$ cat src/rtl/port_pkg.sv
// Shared definitions for the Z80 output-port path: FSM encoding and port constants.
package port_pkg;

  // Write-cycle FSM encoding
  typedef enum logic [1:0] {
    IDLE         = 2'd0,
    QUALIFY      = 2'd1,
    CAPTURE      = 2'd2,
    WAIT_RELEASE = 2'd3
  } state_t;

  // Value driven on the port outputs out of reset
  localparam logic [7:0] PORT_RESET_VALUE = 8'h00;

  // I/O address of the output port FF, also used by the address decoder
  localparam logic [7:0] PORT_FF_ADDR = 8'hFF;

  // Width of the qualify counter; enough for a MIN_ASSERT of up to 15
  localparam int QUAL_CNT_W = 4;

endpackage

$ cat src/rtl/sync_bit.sv
// Single-bit multi-flop synchronizer with asynchronous active-low clear.
module sync_bit #(
  parameter int STAGES = 2
) (
  input  logic clock,
  input  logic n_reset,
  input  logic d_in,
  output logic q_out
);

  logic [STAGES-1:0] chain_q;

  // Shift the asynchronous input through the flop chain
  always_ff @(posedge clock or negedge n_reset) begin
    if (!n_reset) begin
      chain_q <= '0;
    end else begin
      chain_q <= {chain_q[STAGES-2:0], d_in};
    end
  end

  assign q_out = chain_q[STAGES-1];

endmodule

$ cat src/rtl/out_port_latch.sv
// Output-port register: synchronizes the port-FF chip select and data bus,
// filters short select pulses and captures one byte per qualified OUT cycle.
module out_port_latch
  import port_pkg::*;
#(
  parameter int         SYNC_STAGES = 2,
  parameter int         MIN_ASSERT  = 2,
  parameter logic [7:0] RESET_VALUE = PORT_RESET_VALUE,
  parameter int         COUNT_WIDTH = 8
) (
  input  logic                   clock,
  input  logic                   n_reset,
  input  logic                   port_cs,
  input  logic [7:0]             data_in,
  output logic [7:0]             port_out,
  output logic                   write_strobe,
  output logic [COUNT_WIDTH-1:0] write_count,
  output logic                   busy
);

  localparam logic [QUAL_CNT_W-1:0] MIN_ASSERT_W = QUAL_CNT_W'(MIN_ASSERT);

  logic                   s_cs;
  logic [7:0]             s_data;
  state_t                 state_q, state_d;
  logic [QUAL_CNT_W-1:0]  qual_cnt_q, qual_cnt_d;
  logic                   capture_en;
  logic [7:0]             port_out_q;
  logic                   write_strobe_q;
  logic [COUNT_WIDTH-1:0] write_count_q;

  // Chip select and data use equal-depth chains so data stays aligned with s_cs
  sync_bit #(.STAGES(SYNC_STAGES)) u_sync_cs (
    .clock   (clock),
    .n_reset (n_reset),
    .d_in    (port_cs),
    .q_out   (s_cs)
  );

  generate
    for (genvar gi = 0; gi < 8; gi++) begin : g_sync_data
      sync_bit #(.STAGES(SYNC_STAGES)) u_sync_data (
        .clock   (clock),
        .n_reset (n_reset),
        .d_in    (data_in[gi]),
        .q_out   (s_data[gi])
      );
    end
  endgenerate

  // FSM state and qualify counter registers
  always_ff @(posedge clock or negedge n_reset) begin
    if (!n_reset) begin
      state_q    <= IDLE;
      qual_cnt_q <= '0;
    end else begin
      state_q    <= state_d;
      qual_cnt_q <= qual_cnt_d;
    end
  end

  // Next-state logic: qualify s_cs for MIN_ASSERT edges, capture once, wait for release
  always_comb begin
    state_d    = state_q;
    qual_cnt_d = qual_cnt_q;
    case (state_q)
      IDLE: begin
        if (s_cs) begin
          state_d    = QUALIFY;
          qual_cnt_d = QUAL_CNT_W'(1);
        end
      end
      QUALIFY: begin
        if (!s_cs) begin
          // Too short: treat as a glitch and drop it
          state_d    = IDLE;
          qual_cnt_d = '0;
        end else if (qual_cnt_q == MIN_ASSERT_W) begin
          state_d    = CAPTURE;
          qual_cnt_d = '0;
        end else begin
          qual_cnt_d = qual_cnt_q + QUAL_CNT_W'(1);
        end
      end
      CAPTURE: begin
        // Already qualified; a select dropping here does not abort the write
        state_d = WAIT_RELEASE;
      end
      WAIT_RELEASE: begin
        if (!s_cs) begin
          state_d = IDLE;
        end
      end
      default: begin
        state_d    = IDLE;
        qual_cnt_d = '0;
      end
    endcase
  end

  // Output decode from the current state
  always_comb begin
    capture_en = (state_q == CAPTURE);
    busy       = (state_q != IDLE);
  end

  // Held port register, single-cycle strobe and wrapping write counter
  always_ff @(posedge clock or negedge n_reset) begin
    if (!n_reset) begin
      port_out_q     <= RESET_VALUE;
      write_strobe_q <= 1'b0;
      write_count_q  <= '0;
    end else begin
      write_strobe_q <= capture_en;
      if (capture_en) begin
        port_out_q    <= s_data;
        write_count_q <= write_count_q + COUNT_WIDTH'(1);
      end
    end
  end

  assign port_out     = port_out_q;
  assign write_strobe = write_strobe_q;
  assign write_count  = write_count_q;

endmodule

$ cat config.mk
export PLATFORM = sky130hd
export DESIGN_NAME = out_port_latch
export DESIGN_NICKNAME = d
export VERILOG_FILES = /design/src/rtl/port_pkg.sv /design/src/rtl/sync_bit.sv /design/src/rtl/out_port_latch.sv
export SDC_FILE = /design/constraint.sdc
export NUM_CORES = 1
export LEC_CHECK = 0
export ABC_CLOCK_PERIOD_IN_PS = 1700
export BUFFER_PORTS_ARGS = -buffer_cell sky130_fd_sc_hd__buf_2
export CAP_MARGIN = 40
export CORE_ASPECT_RATIO = 0.75
export CORE_UTILIZATION = 43
export CTS_CLUSTER_DIAMETER = 30
export DETAILED_ROUTE_END_ITERATION = 16
export PLACE_DENSITY_LB_ADDON = 0.1
export SYNTH_ARGS = -nofsm -noshare
export SYNTH_HDL_FRONTEND = slang
export SYNTH_SLANG_ARGS = --single-unit
$ cat constraint.sdc
create_clock -name clock -period 1.7 [get_ports clock]
set_input_delay 0.085 -clock clock [delete_from_list [all_inputs] [get_ports clock]]
set_output_delay 0.085 -clock clock [all_outputs]
set_load 0.01 [all_outputs]
==> results of run 1 <==
## flip-flops by register name (all words and copies together) (netlist names), named ones only
| signal | cells |
|---|---|
| g_sync_data.u_sync_data.chain_q | 16 |
| state_q | 1 |
| write_count | 8 |
| qual_cnt_q | 4 |
| u_sync_cs.chain_q | 2 |
| write_strobe | 1 |
| port_out | 8 |
## cells by family after synthesis
kind of cell	count (synthesis)
and+or+nand+nor	19
AOI/OAI and AO/OA	9
buffers and inverters	7
muxes	12
xor gates and xnor gates	7
DFF	41
adders and majority gates	3
## placed cells by master, fill, tap and decap left out, drive strengths merged
cell	synthesis	final
clkbuf	0	7
buf	4	31
o21bai	1	1
xor2	1	1
nor2b	1	1
nand3	1	1
nor3b	1	1
nand2	6	6
a31oi	1	1
nor2	3	3
and3	1	1
inv	3	3
dlygate4sd3	0	10
nand4	4	4
o31ai	1	1
and4b	1	1
dfrtp	41	41
o41ai	1	1
ha	3	3
mux2	10	10
bufinv	0	1
mux2i	2	2
o21ai	1	1
xnor2	6	6
a21oi	4	4
or2	1	1
## power by group
group	total (W)	switching [W]	internal (W)
sequential	0.00136	0.000179	0.00118
clock	0.000787	0.000308	0.000479
combinational	0.000691	0.000316	0.000374
total	0.00284	0.000804	0.00203
## repair_timing
action	CTS	global route
hold buffers	10	0
endpoints found under the hold margin	26	0
buffers inserted	0	0
## synthesized netlist by cell type (all sizes together)
master / instances / area (µm²)
mux2i: 2 / 20.0
o41ai: 1 / 8.76
or2: 1 / 6.26
inv: 3 / 11.3
nand4: 4 / 25.0
a21oi: 4 / 20.0
xor2: 1 / 8.76
o21bai: 1 / 7.51
buf: 4 / 38.8
o21ai: 1 / 5.00
dfrtp: 41 / 1030
nand3: 1 / 5.00
nor2b: 1 / 13.8
ha: 3 / 37.5
and4b: 1 / 10.0
nor2: 3 / 11.3
nand2: 6 / 22.5
mux2: 10 / 128
and3: 1 / 6.26
a31oi: 1 / 6.26
o31ai: 1 / 7.51
xnor2: 6 / 52.6
nor3b: 1 / 12.5
## final timing paths
| path | end | startpoint | cells after the start | slack [ns] |
|---|---|---|---|---|
| min in group clock | u_sync_cs.chain_q[1] | u_sync_cs.chain_q[0] | 0 | 0.35 |
| worst max-delay path | port_out[2] | flop | 2 | 0.27 |
| worst min-delay path | write_count[4] | n_reset | 2 | 0.27 |
| worst min register to register | u_sync_cs.chain_q[1] | u_sync_cs.chain_q[0] | 0 | 0.35 |
| max in group asynchronous | qual_cnt_q[0] | n_reset | 3 | 0.91 |
| worst max register to register | port_out[2] | flop | 2 | 0.27 |
## per-stage QoR
stage	setup slack [ns]	std cells	total power, W	hold slack, ns
5_1_grt	0.146	183	0.00302	0.321
4_1_cts	0.237	183	0.00288	0.281
3_5_place_dp	0.268	165	0.00207	0.0505
2_1_floorplan	0.437	98	0.00183	-0.211
3_3_place_gp	0.300	165	0.00204	0.0401
6_report	0.274	183	0.00284	0.271
## layout make-up
type | count | area (µm²) | area share
multi-input cells | 50 | 414 | 0.220
clock buffers | 7 | 86.3 | 0.0459
clock inverters | 1 | 30.0 | 0.0160
well taps | 40 | 50.0 | 0.0266
flip-flops and latches | 41 | 1030 | 0.546
inverters | 3 | 11.3 | 0.00599
repair buffers | 41 | 263 | 0.140
## routing by layer
layer / wire length (µm) / global-route usage / up-vias / share of wire
met5: 0 / 0 / - / 0
met2: 1110 / 0.221 / 21 / 0.47
met3: 118 / 0.0590 / 2 / 0.050
met4: 14 / 0.0700 / 0 / 0.0059
li1: - / - / 417 / -
met1: 1120 / 0.172 / 438 / 0.47
==> results.toml, run 1 <==
[grt]
grt_pass1_vias = 840
grt_pass1_wl_mm = 3.79
gr-total-overflow = 0
antenna_found_initial = 0
grt_use_total = 0.142
grt_max_degree = 20

[sta]
finalHoldViolations = 0
max_freq_mhz = 701
rsz0062_at_grt = "no"
worst_pin_slew_ns = 0.437
slew_viol_final = 0
finalSetupViolations = 0
fin_skew_ns = 0.00723
max_slew_margin = 0.708
min_period_ns = 1.43
post-route-period-util = 0.839
timing.setup.tns_ns = 0

[logic_synthesis]
yosysSeqAreaShare = 0.688
syn-num-nets = 112
synthAdderAreaFrac = 0.0252
yosysWarnings = 0
syn_area_mm2 = 0.00149
synth_top_family_by_area = "multiplexers"
synth.distinct_cells = 28
synth_mux_area_frac = 0.0991
ys_ff_latch = 41
synth-compound-area-share = 0.0369
synth_cells = 98
synthSimpleGateAreaFrac = 0.0756
postSynthAreaPerCell_um2 = 15.2
synth_xor_xnor_area_share = 0.0411

[power_and_ir_drop]
power-per-cell-area_mw_per_mm2 = 1510
total_leakage_power_nw = 0.917
peakVddDrop_uv = 759

[worst_setup_path]
end_kind = "flop"
path_cells = "nor2b_4 > mux2_1"
crit_arrival_ns = 1.59
crit_path_start_kind = "flop"
cp_slowest_cell = "dfrtp_1"
critical_path.max_stage_delay_ns = 0.47
path_max_fanout = 15
cp_top_family = "flip-flops"
crit_required_ns = 1.86
crit_type = "flop to flop"
critical_path_buf_inv_count = 0

[finish]
fin_nets = 156
area_growth_pct = 26.2
fin_area_mm2 = 0.00188
drive_gt1_frac = 0.322
final_util = 0.572
fill_cells = 279
antenna_cells = 0

[clocking]
clkTransAtPathRegs_ns = 0.08
cts.sinks = 41
clock_latency_ns = 0.28
cts_tree = "yes"
cts_resized = 0
clockBufferDepth = 2
cts-root-buf = "clkbuf_8"
numCtsBuffers = 5
h-tree-depth = 2

[floorplan]
die_w_um = 70.0
die_area_mm2 = 0.00371
num_rows = 18
coreArea_mm2 = 0.00329
ioPinCount = 29
start_util = 0.453
fp.dieH_um = 53.0

[route]
avgViaCountPerCell = 4.80
wl_per_cell_um = 12.9
postRouteAntennaNets = 0
drt_wl_total_mm = 2.36
vias = 878
drt_pass1_iterations = 4
drcViolationCount = 0
drt_iter0_drc = 24

[place]
port_buffers = 28
hpwl_mm = 1.63
placed_cell_area_mm2 = 0.00166
place_congestion = 0.765

[outcome]
status = "finished clean"

[worst_hold_path]
hold_class = "primary input to async pin"

[flow_run]
drv_cap = 0
No activity file was read; power rests on OpenSTA's default activity.
==> inputs of run 2 (changes only) <==
--- a/config.mk
+++ b/config.mk
@@ -5,7 +5,7 @@
 export SDC_FILE = /design/constraint.sdc
 export NUM_CORES = 1
 export LEC_CHECK = 0
-export ABC_CLOCK_PERIOD_IN_PS = 1700
+export ABC_CLOCK_PERIOD_IN_PS = 1500
 export BUFFER_PORTS_ARGS = -buffer_cell sky130_fd_sc_hd__buf_2
 export CAP_MARGIN = 40
 export CORE_ASPECT_RATIO = 0.75
==> constraint.sdc (replaced) <==
create_clock -name clock -period 1.5 [get_ports clock]
set_input_delay 0.075 -clock clock [delete_from_list [all_inputs] [get_ports clock]]
set_output_delay 0.075 -clock clock [all_outputs]
set_load 0.01 [all_outputs]
==> run 2 against run 1 <==
Compared with the run above: final area rose by 0.67%; routed wire length fell by 0.17%; flip-flop and latch count did not move; non-clock buffer count did not move; register-to-register slack got worse by 0.14 ns; critical endpoint is now qual_cnt_q[0]; largest cell class unchanged.
==> results.toml, run 2 (synthesized netlist as in run 1, its figures left out) <==
[clocking]
clock_latency_ns = 0.29
h-tree-depth = 2
numCtsBuffers = 5
cts-root-buf = "clkbuf_8"
clkTransAtPathRegs_ns = 0.07
cts_resized = 0
clockBufferDepth = 2
cts_tree = "yes"
cts.sinks = 41

[finish]
final_util = 0.576
largest_register_ffs = 16
final_cell_mix = "dfrtp_1, buf_2, dlygate4sd3_1"
final_cells = 182
fin_nets = 156
area_growth_pct = 27.0
antenna_cells = 0
final_common_cell = "dfrtp_1"
drive_gt1_frac = 0.324
largest-register = "g_sync_data.u_sync_data.chain_q"
fill_cells = 273

[power_and_ir_drop]
p_sw_frac = 0.290
switchingPower_w = 0.000933
finalPower_w = 0.00321
power_frac_clock = 0.262
power-per-cell-area_mw_per_mm2 = 1700
p_seq_frac = 0.477
peakVddDrop_uv = 853
total_leakage_power_nw = 0.920
p_comb_frac = 0.260
intPower_w = 0.00228

[worst_setup_path]
path_cells = "inv_1 > ha_1 > nor3b_2 > mux2_2 > a21oi_1"
reg2reg_slack_ns = 0.13
path_max_fanout = 5
cp_top_family = "flip-flops"
cp_slowest_cell = "dfrtp_1"
critical_path.max_stage_delay_ns = 0.42
end_kind = "flop"
crit_required_ns = 1.67
crit_type = "flop to flop"
crit_arrival_ns = 1.54
crit_path_start_kind = "flop"
critical_path_buf_inv_count = 1

[floorplan]
num_rows = 18
die_w_um = 70.0
die_area_mm2 = 0.00371
ioPinCount = 29
coreArea_mm2 = 0.00329
start_util = 0.453
fp.dieH_um = 53.0

[sta]
max_freq_mhz = 729
finalSetupViolations = 0
post-route-period-util = 0.914
min_period_ns = 1.37
rsz0062_at_grt = "no"
fin_skew_ns = 0.00212
holdWs_ns = 0.265
slew_viol_final = 0
timing.setup.tns_ns = 0
finalHoldViolations = 0
worst_pin_slew_ns = 0.469
max_slew_margin = 0.687

[grt]
grtUsageMet1 = 0.176
globalRouteMet3Util = 0.0552
busiest_layer = "met2"
grt_pass1_vias = 857
grt_pass1_wl_mm = 3.84
use_met2 = 0.220
grt_use_total = 0.146
gr-total-overflow = 0
antenna_found_initial = 0
grt_max_degree = 23

[place]
port_buffers = 28
place_congestion = 0.757
hpwl_mm = 1.61
dp.cells = 165

[route]
wl_per_cell_um = 13.0
vias = 876
avgViaCountPerCell = 4.81
postRouteAntennaNets = 0
drt_wl_total_mm = 2.36
drt_pass1_iterations = 3
drt_iter0_drc = 30
drcViolationCount = 0

[outcome]
status = "finished clean"

[flow_run]
drv_cap = 0

[worst_hold_path]
hold_class = "primary input to async pin"
run 2: changes by cell type in the layout (fill, tap and decap cells not counted), sizes merged:
cell,delta
clkbuf,-2
clkinv,+1
run 2: power groups by stage:
stage / Sequential (W) / Clock, W / Combinational [W]
floorplan: 0.00157 / 0 / 0.000497
global placement: 0.00154 / 0 / 0.000810
detailed placement: 0.00156 / 0 / 0.000834
CTS: 0.00154 / 0.000862 / 0.000853
global route: 0.00157 / 0.000909 / 0.000920
finish: 0.00153 / 0.000843 / 0.000835
run 2: final timing paths:
| path | depth (start not counted) | from | to |
|---|---|---|---|
| min in group clock | 0 | g_sync_data[3].u_sync_data.chain_q[0] | g_sync_data[3].u_sync_data.chain_q[1] |
| max reg2reg | 5 | qual_cnt_q[0] | qual_cnt_q[0] |
| min | 2 | n_reset | write_count[5] |
| min reg2reg | 0 | g_sync_data[3].u_sync_data.chain_q[0] | g_sync_data[3].u_sync_data.chain_q[1] |
| max in group asynchronous | 3 | n_reset | g_sync_data[5].u_sync_data.chain_q[0] |
| max | 5 | qual_cnt_q[0] | qual_cnt_q[0] |
run 2: cell type report:
class | count | area, µm² | share of cell area
Sequential cell | 41 | 1030 | 0.542
Clock inverter | 2 | 35.0 | 0.0185
Multi-Input combinational cell | 50 | 414 | 0.219
Timing Repair Buffer | 41 | 288 | 0.152
Inverter | 3 | 11.3 | 0.00595
Clock buffer | 5 | 68.8 | 0.0364
Tap cell | 40 | 50.0 | 0.0264
run 2: timing repair:
item / 4_1_cts / 5_1_grt
setup buffers: 0 / 0
hold buffers: 10 / 0
hold endpoints to repair: 28 / 0
run 2: layer usage:
metal,share of wire,wire (µm)
met1,0.48,1130
met2,0.45,1050
met3,0.052,122
met4,0.023,54
met5,0,0
run 2: metrics by stage:
| stage | worst slack (ns) | instance area, µm² |
|---|---|---|
| 2_1_floorplan | 0.237 | 1490 |
| 3_3_place_gp | 0.206 | 1690 |
| 3_5_place_dp | 0.146 | 1690 |
| 4_1_cts | 0.133 | 1890 |
| 5_1_grt | 0.0126 | 1890 |
| 6_report | 0.129 | 1890 |
==> inputs of run 3 (changes only) <==
--- a/config.mk
+++ b/config.mk
@@ -9,7 +9,7 @@
 export BUFFER_PORTS_ARGS = -buffer_cell sky130_fd_sc_hd__buf_2
 export CAP_MARGIN = 40
 export CORE_ASPECT_RATIO = 0.75
-export CORE_UTILIZATION = 43
+export CORE_UTILIZATION = 35
 export CTS_CLUSTER_DIAMETER = 30
 export DETAILED_ROUTE_END_ITERATION = 16
 export PLACE_DENSITY_LB_ADDON = 0.1
==> run 3 against run 2 <==
Compared with the run above: clock skew decreased by 0.00083 ns; critical endpoint unchanged; hold slack got worse by 0.0074 ns; maximum frequency increased by 1.4%; global-route usage decreased by 1.9 points; setup slack improved by 0.018 ns; combinational power increased by 2%; largest cell class unchanged; non-clock buffer count unchanged; sequential share of layout area about the same; cell count increased by 8.2%; via count increased by 0.11%; sequential power about the same.
==> results.toml, run 3 (synthesized netlist as in run 1, its figures left out) <==
[outcome]
status = "finished clean"

[sta]
min_period_ns = 1.35
fin_skew_ns = 0.00130
max_slew_margin = 0.716
max_freq_mhz = 739
slew_viol_final = 0
rsz0062_at_grt = "no"
timing.setup.tns_ns = 0
worst_pin_slew_ns = 0.425
fin_ws_ns = 0.147
finalHoldViolations = 0
holdWs_ns = 0.258
finalSetupViolations = 0
post-route-period-util = 0.902

[power_and_ir_drop]
p_sw_frac = 0.295
intPower_w = 0.00216
peakVddDrop_uv = 802
p_seq_frac = 0.495
power-per-cell-area_mw_per_mm2 = 1620
switchingPower_w = 0.000907
power_frac_clock = 0.228
total_leakage_power_nw = 0.911
p_comb_frac = 0.277

[clocking]
cts.sinks = 41
cts_tree = "yes"
cts-root-buf = "clkbuf_8"
clockBufferDepth = 2
numCtsBuffers = 5
h-tree-depth = 2
clock_latency_ns = 0.28
clkTransAtPathRegs_ns = 0.07

[floorplan]
coreArea_mm2 = 0.00405
num_rows = 20
ioPinCount = 29
fp.dieH_um = 58.5
die_w_um = 77.3
start_util = 0.368
die_area_mm2 = 0.00453

[worst_setup_path]
crit_arrival_ns = 1.51
cp_top_family = "flip-flops"
critical_path_buf_inv_count = 1
critical_path.max_stage_delay_ns = 0.41
crit_type = "flop to flop"
crit_required_ns = 1.65
cp_slowest_cell = "dfrtp_1"
path_cells = "inv_1 > ha_1 > nor3b_2 > mux2_2 > a21oi_1"
crit_path_start_kind = "flop"
path_max_fanout = 5
end_kind = "flop"

[finish]
final_cells = 197
largest_register_ffs = 16
area_growth_pct = 27.1
drive_gt1_frac = 0.317
antenna_cells = 0
fin_nets = 156
final_cell_mix = "dfrtp_1, buf_2, dlygate4sd3_1"
largest-register = "g_sync_data.u_sync_data.chain_q"
final_util = 0.467
final_common_cell = "dfrtp_1"
fill_cells = 387

[route]
vias = 877
wl_per_cell_um = 12.1
drcViolationCount = 0
drt_pass1_iterations = 4
drt_wl_total_mm = 2.39
postRouteAntennaNets = 0
drt_iter0_drc = 55
avgViaCountPerCell = 4.45

[flow_run]
drv_cap = 0

[grt]
grt_max_degree = 26
antenna_found_initial = 0
grt_pass1_wl_mm = 4.20
grt_pass1_vias = 893
grt_use_total = 0.126
gr-total-overflow = 0

[place]
hpwl_mm = 1.68
dp.cells = 180
port_buffers = 28
place_congestion = 0.718
pre_cts_ws_ns = 0.140

[worst_hold_path]
hold_class = "primary input to async pin"
-- run 3: power groups by stage --
stage | combinational [W] | sequential (W) | clock (W)
floorplan | 0.000497 | 0.00157 | 0
global route | 0.000943 | 0.00156 | 0.000780
CTS | 0.000871 | 0.00152 | 0.000733
detailed placement | 0.000848 | 0.00154 | 0
finish | 0.000852 | 0.00152 | 0.000700
global placement | 0.000818 | 0.00154 | 0
-- run 3: path summary, 6_finish.rpt --
check / startpoint / to / slack (ns) / cells past startpoint
max: qual_cnt_q[0] / qual_cnt_q[0] / 0.15 / 5
min reg2reg: u_sync_cs.chain_q[0] / u_sync_cs.chain_q[1] / 0.35 / 0
min in group clock: u_sync_cs.chain_q[0] / u_sync_cs.chain_q[1] / 0.35 / 0
min: n_reset / write_count[6] / 0.26 / 2
max reg2reg: qual_cnt_q[0] / qual_cnt_q[0] / 0.15 / 5
max in group asynchronous: n_reset / g_sync_data[2].u_sync_data.chain_q[0] / 0.78 / 3
-- run 3: area by class of cell --
type                       count  area (µm²)  share of cell area
timing repair buffer          41         288               0.152
clock buffer                   7        86.3              0.0456
inverter                       3        11.3             0.00594
sequential                    41        1030               0.542
multi-input combinational     50         414               0.219
tap                           55        68.8              0.0363
-- run 3: metal layers --
metal	GRT usage	part of all wire	vias up
li1	-	-	419
met1	0.161	0.49	427
met4	0.0728	0.014	0
met3	0.0496	0.069	4
met2	0.185	0.43	27
met5	0	0	-
-- run 3: what timing repair did --
item                                   in CTS  in global routing
setup endpoints to repair                   0                  0
setup buffers                               0                  0
resized for setup                           0                  0
endpoints found under the hold margin      25                  0
hold buffers                               10                  0
-- run 3: metrics by stage --
stage / total power (W) / cell area [µm²]
CTS: 0.00313 / 1890
floorplan: 0.00207 / 1490
detailed placement: 0.00239 / 1710
finish: 0.00307 / 1890
global route: 0.00328 / 1890
global placement: 0.00236 / 1710
-- run 3: worst register-to-register path, cell delays in order (launching register included) --
cell and delay (ns):
dfrtp_1 0.41, inv_1 0.10, ha_1 0.15, nor3b_2 0.29
mux2_2 0.21, a21oi_1 0.06
